### config.mk
export PLATFORM = sky130hd
export DESIGN_NAME = md_scheduler_flat
export DESIGN_NICKNAME = d
export VERILOG_FILES = /design/src/rtl/md_scheduler_if.sv /design/src/rtl/md_scheduler.sv /design/src/flat_wrapper.sv
export SDC_FILE = /design/constraint.sdc
export NUM_CORES = 2
export LEC_CHECK = 0
export BUFFER_PORTS_ARGS = -buffer_cell sky130_fd_sc_hd__buf_2
export CAP_MARGIN = 20
export CELL_PAD_IN_SITES_DETAIL_PLACEMENT = 1
export CELL_PAD_IN_SITES_GLOBAL_PLACEMENT = 1
export CORE_MARGIN = 5
export CORE_UTILIZATION = 30
export CTS_CLUSTER_SIZE = 40
export DETAILED_ROUTE_END_ITERATION = 6
export GPL_ROUTABILITY_DRIVEN = 0
export PLACE_DENSITY_LB_ADDON = 0.1
export SLEW_MARGIN = 0
export SYNTH_ARGS = -nofsm -noshare
export SYNTH_HDL_FRONTEND = slang
export SYNTH_SLANG_ARGS = --single-unit
### constraint.sdc
create_clock -name clk -period 12.7 [get_ports clk]
set_input_delay 0.635 -clock clk [delete_from_list [all_inputs] [get_ports clk]]
set_output_delay 0.635 -clock clk [all_outputs]
set_load 0.1 [all_outputs]
### src/rtl/md_scheduler_if.sv
// md_scheduler_if: execute-stage multiply/divide request and result bundle.
//   master (pipeline side) drives: start, op_div, is_sign, src_a, src_b,
//                                  flush, stall_other
//   slave  (md_scheduler) drives:  stall_md, busy, result_valid, hi_out, lo_out
interface md_scheduler_if;
  logic        start;
  logic        op_div;
  logic        is_sign;
  logic [31:0] src_a;
  logic [31:0] src_b;
  logic        flush;
  logic        stall_other;
  logic        stall_md;
  logic        busy;
  logic        result_valid;
  logic [31:0] hi_out;
  logic [31:0] lo_out;

  modport master (
    output start, op_div, is_sign, src_a, src_b, flush, stall_other,
    input  stall_md, busy, result_valid, hi_out, lo_out
  );

  modport slave (
    input  start, op_div, is_sign, src_a, src_b, flush, stall_other,
    output stall_md, busy, result_valid, hi_out, lo_out
  );
endinterface

### src/rtl/md_scheduler.sv
// md_scheduler: multi-cycle MULT/MULTU/DIV/DIVU sequencer for the E stage.
//   clk, rst (synchronous, active-low)
//   md.start/op_div/is_sign/src_a/src_b : request, sampled in IDLE
//   md.flush       : cancel in-flight operation
//   md.stall_other : E frozen by another source; holds DONE
//   md.stall_md    : stall request while accepting or computing
//   md.busy        : MUL or DIV in progress
//   md.result_valid/hi_out/lo_out : HI/LO result for the instruction in E
// Multiply takes MUL_LAT cycles in MUL; divide is a 32-step restoring divider.
module md_scheduler #(
  parameter int unsigned MUL_LAT = 2
) (
  input logic          clk,
  input logic          rst,
  md_scheduler_if.slave md
);

  typedef enum logic [1:0] {S_IDLE, S_MUL, S_DIV, S_DONE} state_e;

  state_e      state_q, state_d;
  logic [4:0]  cnt_q, cnt_d;
  logic [31:0] a_q, a_d;
  logic [31:0] b_q, b_d;
  logic        sign_q, sign_d;
  logic [31:0] rem_q, rem_d;
  logic [31:0] quo_q, quo_d;   // dividend bits shift out as quotient bits shift in
  logic [31:0] dvs_q, dvs_d;
  logic [31:0] hi_q, hi_d;
  logic [31:0] lo_q, lo_d;

  logic [63:0] ext_a, ext_b, prod;
  logic [32:0] diff;
  logic [31:0] step_rem, step_quo, q_fix, r_fix;

  always_comb begin
    ext_a = sign_q ? {{32{a_q[31]}}, a_q} : {32'd0, a_q};
    ext_b = sign_q ? {{32{b_q[31]}}, b_q} : {32'd0, b_q};
    prod  = ext_a * ext_b;

    // Partial remainder is always below the divisor, so bit 32 of the
    // difference is a clean borrow flag.
    diff     = {rem_q, quo_q[31]} - {1'b0, dvs_q};
    step_rem = diff[32] ? {rem_q[30:0], quo_q[31]} : diff[31:0];
    step_quo = {quo_q[30:0], ~diff[32]};
    q_fix    = (sign_q && (a_q[31] ^ b_q[31])) ? -step_quo : step_quo;
    r_fix    = (sign_q && a_q[31]) ? -step_rem : step_rem;
  end

  always_comb begin
    state_d = state_q;
    cnt_d   = cnt_q;
    a_d     = a_q;
    b_d     = b_q;
    sign_d  = sign_q;
    rem_d   = rem_q;
    quo_d   = quo_q;
    dvs_d   = dvs_q;
    hi_d    = hi_q;
    lo_d    = lo_q;

    unique case (state_q)
      S_IDLE: begin
        if (md.start && !md.flush) begin
          a_d    = md.src_a;
          b_d    = md.src_b;
          sign_d = md.is_sign;
          if (md.op_div) begin
            state_d = S_DIV;
            cnt_d   = 5'd31;
            rem_d   = '0;
            quo_d   = (md.is_sign && md.src_a[31]) ? -md.src_a : md.src_a;
            dvs_d   = (md.is_sign && md.src_b[31]) ? -md.src_b : md.src_b;
          end else begin
            state_d = S_MUL;
            cnt_d   = 5'(MUL_LAT - 1);
          end
        end
      end
      S_MUL: begin
        if (cnt_q == '0) begin
          hi_d    = prod[63:32];
          lo_d    = prod[31:0];
          state_d = S_DONE;
        end else begin
          cnt_d = cnt_q - 5'd1;
        end
      end
      S_DIV: begin
        rem_d = step_rem;
        quo_d = step_quo;
        if (cnt_q == '0) begin
          if (b_q == '0) begin
            hi_d = a_q;
            lo_d = '1;
          end else begin
            hi_d = r_fix;
            lo_d = q_fix;
          end
          state_d = S_DONE;
        end else begin
          cnt_d = cnt_q - 5'd1;
        end
      end
      S_DONE: begin
        // start stays high here for the same instruction; only release matters
        if (!md.stall_other) state_d = S_IDLE;
      end
      default: state_d = S_IDLE;
    endcase

    if (md.flush) state_d = S_IDLE;
  end

  always_ff @(posedge clk) begin
    if (!rst) begin
      state_q <= S_IDLE;
      cnt_q   <= '0;
      a_q     <= '0;
      b_q     <= '0;
      sign_q  <= 1'b0;
      rem_q   <= '0;
      quo_q   <= '0;
      dvs_q   <= '0;
      hi_q    <= '0;
      lo_q    <= '0;
    end else begin
      state_q <= state_d;
      cnt_q   <= cnt_d;
      a_q     <= a_d;
      b_q     <= b_d;
      sign_q  <= sign_d;
      rem_q   <= rem_d;
      quo_q   <= quo_d;
      dvs_q   <= dvs_d;
      hi_q    <= hi_d;
      lo_q    <= lo_d;
    end
  end

  always_comb begin
    md.busy         = (state_q == S_MUL) || (state_q == S_DIV);
    md.stall_md     = rst && (((state_q == S_IDLE) && md.start && !md.flush) || md.busy);
    md.result_valid = (state_q == S_DONE);
    md.hi_out       = hi_q;
    md.lo_out       = lo_q;
  end

endmodule
### src/flat_wrapper.sv
// flat-port wrapper written by rule: the top's interface ports become plain ports
module md_scheduler_flat 
#(
  parameter int unsigned MUL_LAT = 2
)
  (clk, rst, md_start, md_op_div, md_is_sign, md_src_a, md_src_b, md_flush, md_stall_other, md_stall_md, md_busy, md_result_valid, md_hi_out, md_lo_out);
  md_scheduler_if md_i ();
  input logic clk;
  input logic rst;
  input wire logic [$bits(md_i.start)-1:0] md_start;
  input wire logic [$bits(md_i.op_div)-1:0] md_op_div;
  input wire logic [$bits(md_i.is_sign)-1:0] md_is_sign;
  input wire logic [$bits(md_i.src_a)-1:0] md_src_a;
  input wire logic [$bits(md_i.src_b)-1:0] md_src_b;
  input wire logic [$bits(md_i.flush)-1:0] md_flush;
  input wire logic [$bits(md_i.stall_other)-1:0] md_stall_other;
  output wire logic [$bits(md_i.stall_md)-1:0] md_stall_md;
  output wire logic [$bits(md_i.busy)-1:0] md_busy;
  output wire logic [$bits(md_i.result_valid)-1:0] md_result_valid;
  output wire logic [$bits(md_i.hi_out)-1:0] md_hi_out;
  output wire logic [$bits(md_i.lo_out)-1:0] md_lo_out;
  assign md_i.start = md_start;
  assign md_i.op_div = md_op_div;
  assign md_i.is_sign = md_is_sign;
  assign md_i.src_a = md_src_a;
  assign md_i.src_b = md_src_b;
  assign md_i.flush = md_flush;
  assign md_i.stall_other = md_stall_other;
  assign md_stall_md = md_i.stall_md;
  assign md_busy = md_i.busy;
  assign md_result_valid = md_i.result_valid;
  assign md_hi_out = md_i.hi_out;
  assign md_lo_out = md_i.lo_out;
  md_scheduler #(.MUL_LAT(MUL_LAT)) u_core (.clk(clk), .rst(rst), .md(md_i));
endmodule
## After elaboration in Yosys (flattened, before gate mapping)

Cells that the tools add are included.

| operators by class | value |
|---|---|
| add/subtract/negate cells | 6 |
| multiply operators | 1 |
| eq/ne operators | 10 |
| mux-type cells | 30 |
| bitwise logic cells | 3 |
| reduce and logical (&&, ||, !) cells | 25 |

Operators with widths:

| cell | number |
|---|---|
| $mux W32 | 15 |
| $pmux W32 S2 | 4 |
| $mux W64 | 2 |
| $neg A32 Y32 | 4 |
| $mul A64 B64 Y64 | 1 |
| $sub A33 B32 Y33 | 1 |
| $logic_not A32 Y1 | 1 |
| $mux W5 | 3 |
| $reduce_and A3 Y1 | 5 |
| $pmux W5 S2 | 1 |
| $logic_and A1 B1 Y1 | 8 |
| $mux W2 | 4 |
| $ne A2 B1 Y1 const B | 4 |
| $ne A2 B2 Y1 const B | 3 |
| $pmux W2 S3 | 1 |
| $reduce_bool A2 Y1 | 3 |
| $logic_not A5 Y1 | 1 |
| $sub A5 B1 Y5 const B | 1 |
| $eq A2 B2 Y1 const B | 2 |
| $reduce_or A2 Y1 | 2 |
| $eq A2 B1 Y1 const B | 1 |
| $logic_not A2 Y1 | 1 |
| $logic_or A1 B1 Y1 | 2 |
| $not A1 Y1 | 2 |
| other kinds (3) | 3 |

| word-level totals | value |
|---|---|
| register bits after elaboration | 232 |
| output and inout bits | 67 |
| logic and storage cells | 85 |

## Depth between registers and ports, before layout

| logic depth | value |
|---|---|
| depth after elaboration | 7 |
| mapped depth | 36 |
| gate-level depth less buffers | 33 |

## Worst setup path after synthesis

OpenSTA, ideal clock, no wires.

| timing | value |
|---|---|
| path kind | register to register |
| from | register u_core.a_q[31] |
| to | register u_core.hi_q[29] (netlist: u_core.md.hi_out[29]) |
| setup time | 0.132 ns |
| arrival time | 9.627 ns |
| slack | 2.941 ns |
| cell stages (with the launch flop) | 34 |
| clock period less this slack | 9.759 ns |
| cells stage by stage | dfxtp_1 > and2_1 > clkbuf_1 > clkbuf_1 > buf_1 > nand2_1 > fa_1 > inv_1 > fa_1 > fa_1 > inv_1 > fa_1 > inv_1 > fa_1 > fa_1 > fa_1 > fa_1 > fa_1 > inv_1 > fa_1 > inv_1 > ha_1 > clkbuf_1 > a21o_1 > a21o_1 > a21o_1 > a21o_1 > a21oi_1 > nor2_1 > nor2_1 > o311ai_0 > xnor2_1 > a211oi_1 > o32ai_1 |

| on the way | value |
|---|---|
| longest elaborated chain between the ends | 5 |
| elaborated cells on any way between the ends | 8 |

RTL lines:

| element | line | text |
|---|---|---|
| start, declared | md_scheduler.sv:22 | `logic [31:0] a_q, a_d;` |
| start signal, assigned | md_scheduler.sv:118 | `a_q <= '0;` |
| start signal, assigned | md_scheduler.sv:129 | `a_q <= a_d;` |
| branches (longest 4 deep; another with $mul A64 B64 Y64) | - |  |
| $pmux W32 S2 * | md_scheduler.sv:61 | `unique case (state_q)` |
| end signal, assigned | md_scheduler.sv:135 | `hi_q <= hi_d;` |
| end, declared | md_scheduler.sv:28 | `logic [31:0] hi_q, hi_d;` |

Every way passes the cells marked *. The select of a mux whose other input is x is not followed.
A chain may end at the register's enable or synchronous reset.

## Worst setup path in the final report

| timing | value |
|---|---|
| from | register u_core.a_q[31] |
| to | register u_core.hi_q[31] (netlist: u_core.md.hi_out[31]) |

Same word-level chain as after synthesis.

==> summary.md <==
The tools report the level count of the clock H-tree as 1. The part of the power in combinational logic is 0.455, and the number of buffers added on ports is 137. The die width was 467 um.

The number of DRC markers after the initial detailed-route iteration came out at 2824. The fraction of layout cells with a size suffix above 1 came out at 0.0549. After detailed routing, the number of vias per cell comes to 4.86.

In this run the static leakage power is 33.3 nW. The critical path required time came out at 13.20 ns. The number of buffers on the longest clock path is 3. The total number of vias was 47500; the number of nets at the end of the flow was 8802. The number of setup buffers added after CTS was 0; the routed length on met1 was 127000 um. The number of pins with negative max-slew slack in the final report is 0. After clock tree synthesis, the clock-pin slew on the worst setup and hold paths is 0.09 ns. In this run the worst hold path is classified as input pin to flop. Post-synthesis sequential area ratio: 0.0741.

The run gives 53600 as the number of global-route vias before repair. Summed over all nets, the half-perimeter wirelength after detailed placement is 209000 um. The tree is rooted in a clkbuf_16. The tools report the count of instances resized after the clock tree is built as 0. The run gives 11 as the initial antenna violation count.

Yosys attributes the largest share of cell area to fa_1 45%, inv_1 9.5%, dfxtp_1 7.4%, ha_1 7.0%, and2_1 6.2%. The first detailed-routing pass ran for 5 iterations. During I/O placement, the number of pins put on the boundary was 138.

The register bit total from synthesis was 232; the number of instances in the synthesized netlist was 7058. The number of clock buffers inserted by TritonCTS came out at 27. In this run the top signal layer used is met5.

For the worst-skew pair, the clock arrives at the later sink with an insertion delay of 0.62 ns. Clock share of power: 0.272. The logs give 0 for the number of violations of the max-capacitance limit and 0 for the setup-violating endpoint count in the final report.

Power spread over the standard cell area amounts to 47.6 nW/um2. The largest total area in the synthesized netlist belongs to fa_1. The synthesized area per cell is 8.88 um2, and the count of unresolved DRC violations after routing is 0. The site row count was 167; the average routed wire per standard cell was 25.6 um. Synthesis produced a netlist with a net count of 8900. Counting flops with a built-in enable in the synthesized netlist gives 0. Counting I/O delays and the setup requirement, the final critical path takes 10.32 ns. The worst setup path is launched from a flop. Once detail routing completed, the nets flagged for antenna violations numbered 0.

The critical path class was flop to flop. The final cell area excluding filler cells is 67400 um2, and the total number of yosys warnings is 0. Internal power comes to 1.67 mW. The core occupancy in the finished layout was 0.325.

In the detailed route, the total length drawn on met2 is 109000 um. The area share of the largest cell type after synthesis is 0.454. For the clock skew after layout, the log shows 0.0273 ns.

The first global-routing pass estimated 376000 um of wire. The number of hold-slack violations in the final timing report was 0; the cts-stage hold buffer count was 0. TritonCTS built the clock tree. The remaining max-slew budget at the tightest pin is 0.265, and the overall power of the completed layout is 3.20 mW. The tools report the kind of capture point of the worst setup path as a flop. The tools report the largest net degree at the start of global routing as 74.

The core box area was 207000 um2; the total clock sinks was 232. The flow ran to the end, and the final reports show no timing, DRC or antenna violations. The total overflow left after global routing is 0. After detailed placement, the total cell area comes to 66400 um2. In this run the vertical extent of the chip is 467 um. The final layout contains routed wiring with a total length of 251000 um.

The fraction of synthesis flops using an asynchronous set or reset pin works out to 0. The area of the die came out at 218000 um2. For this run, the top clock speed supported by timing is 96.9 MHz.

The layout has 24200 filler cells. The run gives 0.272 as the part of the total power dissipated in sequential elements. The area growth from synthesis to layout is 7.47%. The slew of the pin with the lowest slew margin came out at 1.10 ns. Maximum vdd drop: 0.105 mV.

Setup repair after global routing left no endpoint under its margin. Summed over all nets, the switching power comes to 1.53 mW. The met3 routed wirelength was 9900 um. The portion of the clock cycle consumed by the worst path in the final layout works out to 0.812.

The global router's overall resource usage was 0.232. The tools report the cell area after synthesis as 62700 um2. The logs give 0.302 for the effective utilization at floorplan and 88 for the number of distinct library cells after synthesis. Summed over all failing endpoints, the final setup total negative slack is 0 ns. The leading register cell type out of synthesis was dfxtp_1. The net switching share of the total power was 0.479; the data arrival at the endpoint of the critical path was 10.82 ns. In this run the worst path has a maximum fanout of 37.
per-layer routing:
layer	up-vias	track usage
met5	-	0
met4	4	0.0398
met3	161	0.0147
met2	915	0.360
met1	25300	0.358
li1	21100	-
power by group through the flow:
stage,Sequential (mW),Combinational (mW),Clock (mW)
after CTS,0.871,1.47,0.901
final,0.873,1.46,0.873
after floorplan,0.943,0.799,0
after global placement,0.886,1.45,0
after global routing,0.876,1.58,0.919
after detailed placement,0.888,1.45,0
synthesized netlist by cell type, types with 12 or more instances:
cell / number
nand4_1: 18
o211ai_1: 25
nor2b_1: 20
dfxtp_1: 232
inv_1: 1586
ha_1: 351
xor2_1: 74
a22oi_1: 15
xnor2_1: 158
or4_1: 19
mux2i_1: 27
a211oi_1: 20
o41ai_1: 15
a21o_1: 58
and2_1: 619
nand3_1: 55
a21oi_1: 192
nor4_1: 26
or3_1: 24
a21boi_0: 118
nor2_1: 146
nand2_1: 882
nor3_1: 59
buf_1: 18
o21ai_0: 180
nand2b_1: 12
a31oi_1: 39
o31ai_1: 25
and3_1: 39
clkbuf_1: 353
o21a_1: 24
o221ai_1: 25
o211a_1: 39
fa_1: 1420
stage by stage:
step                      std cells  hold WS [ns]  setup WS [ns]
after floorplan                7058         0.443           2.94
after global placement         9717         0.452           2.47
after detailed placement       9717         0.460           2.34
after CTS                      9767         0.272           2.29
after global routing           9769         0.311           1.83
final                          9778         0.323           2.38
state kept, by name (all words and copies together) (netlist names):
name / count
u_core.state_q: 2
u_core.cnt_q: 5
u_core.dvs_q: 32
u_core.sign_q: 1
u_core.rem_q: 32
u_core.md.lo_out: 32
u_core.a_q: 32
u_core.quo_q: 32
u_core.md.hi_out: 32
u_core.b_q: 32
logic make-up (layout without fill, tap and decap cells):
group                    after synthesis  after routing  share of synthesized area
other                                  0              9                          0
multiplexers                          35             35                    0.00587
adder cells (fa/ha/maj)             1774           1774                      0.524
AO/OA/AOI/OAI                        865            865                     0.0924
buffers and inverters               1969           1892                      0.118
AND/OR/NAND/NOR                     1951           1951                      0.153
flip-flops                           232            232                     0.0741
XOR/XNOR                             232            232                     0.0324
layout by cell type, fill, tap and decap left out, types with 118 or more instances in the layout:
cell      netlist  final
a21boi_0      118    118
nand2_1       882    881
and2_1        619    617
a21oi_1       192    191
ha_1          351    350
nor2_1        146    143
fa_1         1420   1420
xnor2_1       158    158
buf_2           8    137
o21ai_0       180    180
inv_1        1586   1586
dfxtp_1       232    199
worst max-delay path, stage by stage (launching register included):
cell,delay [ns]
dfxtp_2,0.40
and2_2,0.19
buf_4,0.47
nand2_1,0.23
fa_1,0.70
inv_1,0.13
fa_1,0.52
fa_1,0.84
inv_1,0.27
fa_1,0.54
inv_1,0.06
fa_1,0.52
fa_1,0.44
fa_1,0.50
fa_1,0.47
fa_1,0.52
inv_1,0.05
fa_1,0.60
inv_1,0.07
ha_1,0.38
nand4_1,0.12
or2_2,0.32
o32a_1,0.37
a31oi_1,0.55
o21ai_0,0.25
and3_1,0.21
o41ai_1,0.33
nand3_1,0.10
final timing paths:
kind | startpoint | to | slack [ns] | depth (start not counted)
max | u_core.a_q[31]$_SDFFE_PN0P_ | u_core.md.hi_out[31]$_SDFFE_PN0P_ | 2.38 | 27
min reg2reg | u_core.md.lo_out[6]$_SDFFE_PN0P_ | u_core.md.lo_out[6]$_SDFFE_PN0P_ | 0.46 | 2
min | md_src_a[0] | u_core.a_q[0]$_SDFFE_PN0P_ | 0.32 | 3
max reg2reg | u_core.a_q[31]$_SDFFE_PN0P_ | u_core.md.hi_out[31]$_SDFFE_PN0P_ | 2.38 | 27
final cells by class:
type                    count  area (um2)  share of cell area
repair buffers            254        1590              0.0236
clock inverters            18         203             0.00301
multi-input cells        4857       50700               0.752
inverters                1588        5960              0.0885
well taps                2788        3490              0.0518
clock buffers              32         724              0.0108
diodes                      9        22.5            0.000334
flip-flops and latches    232        4690              0.0696
(Power assumes the default switching activity.)
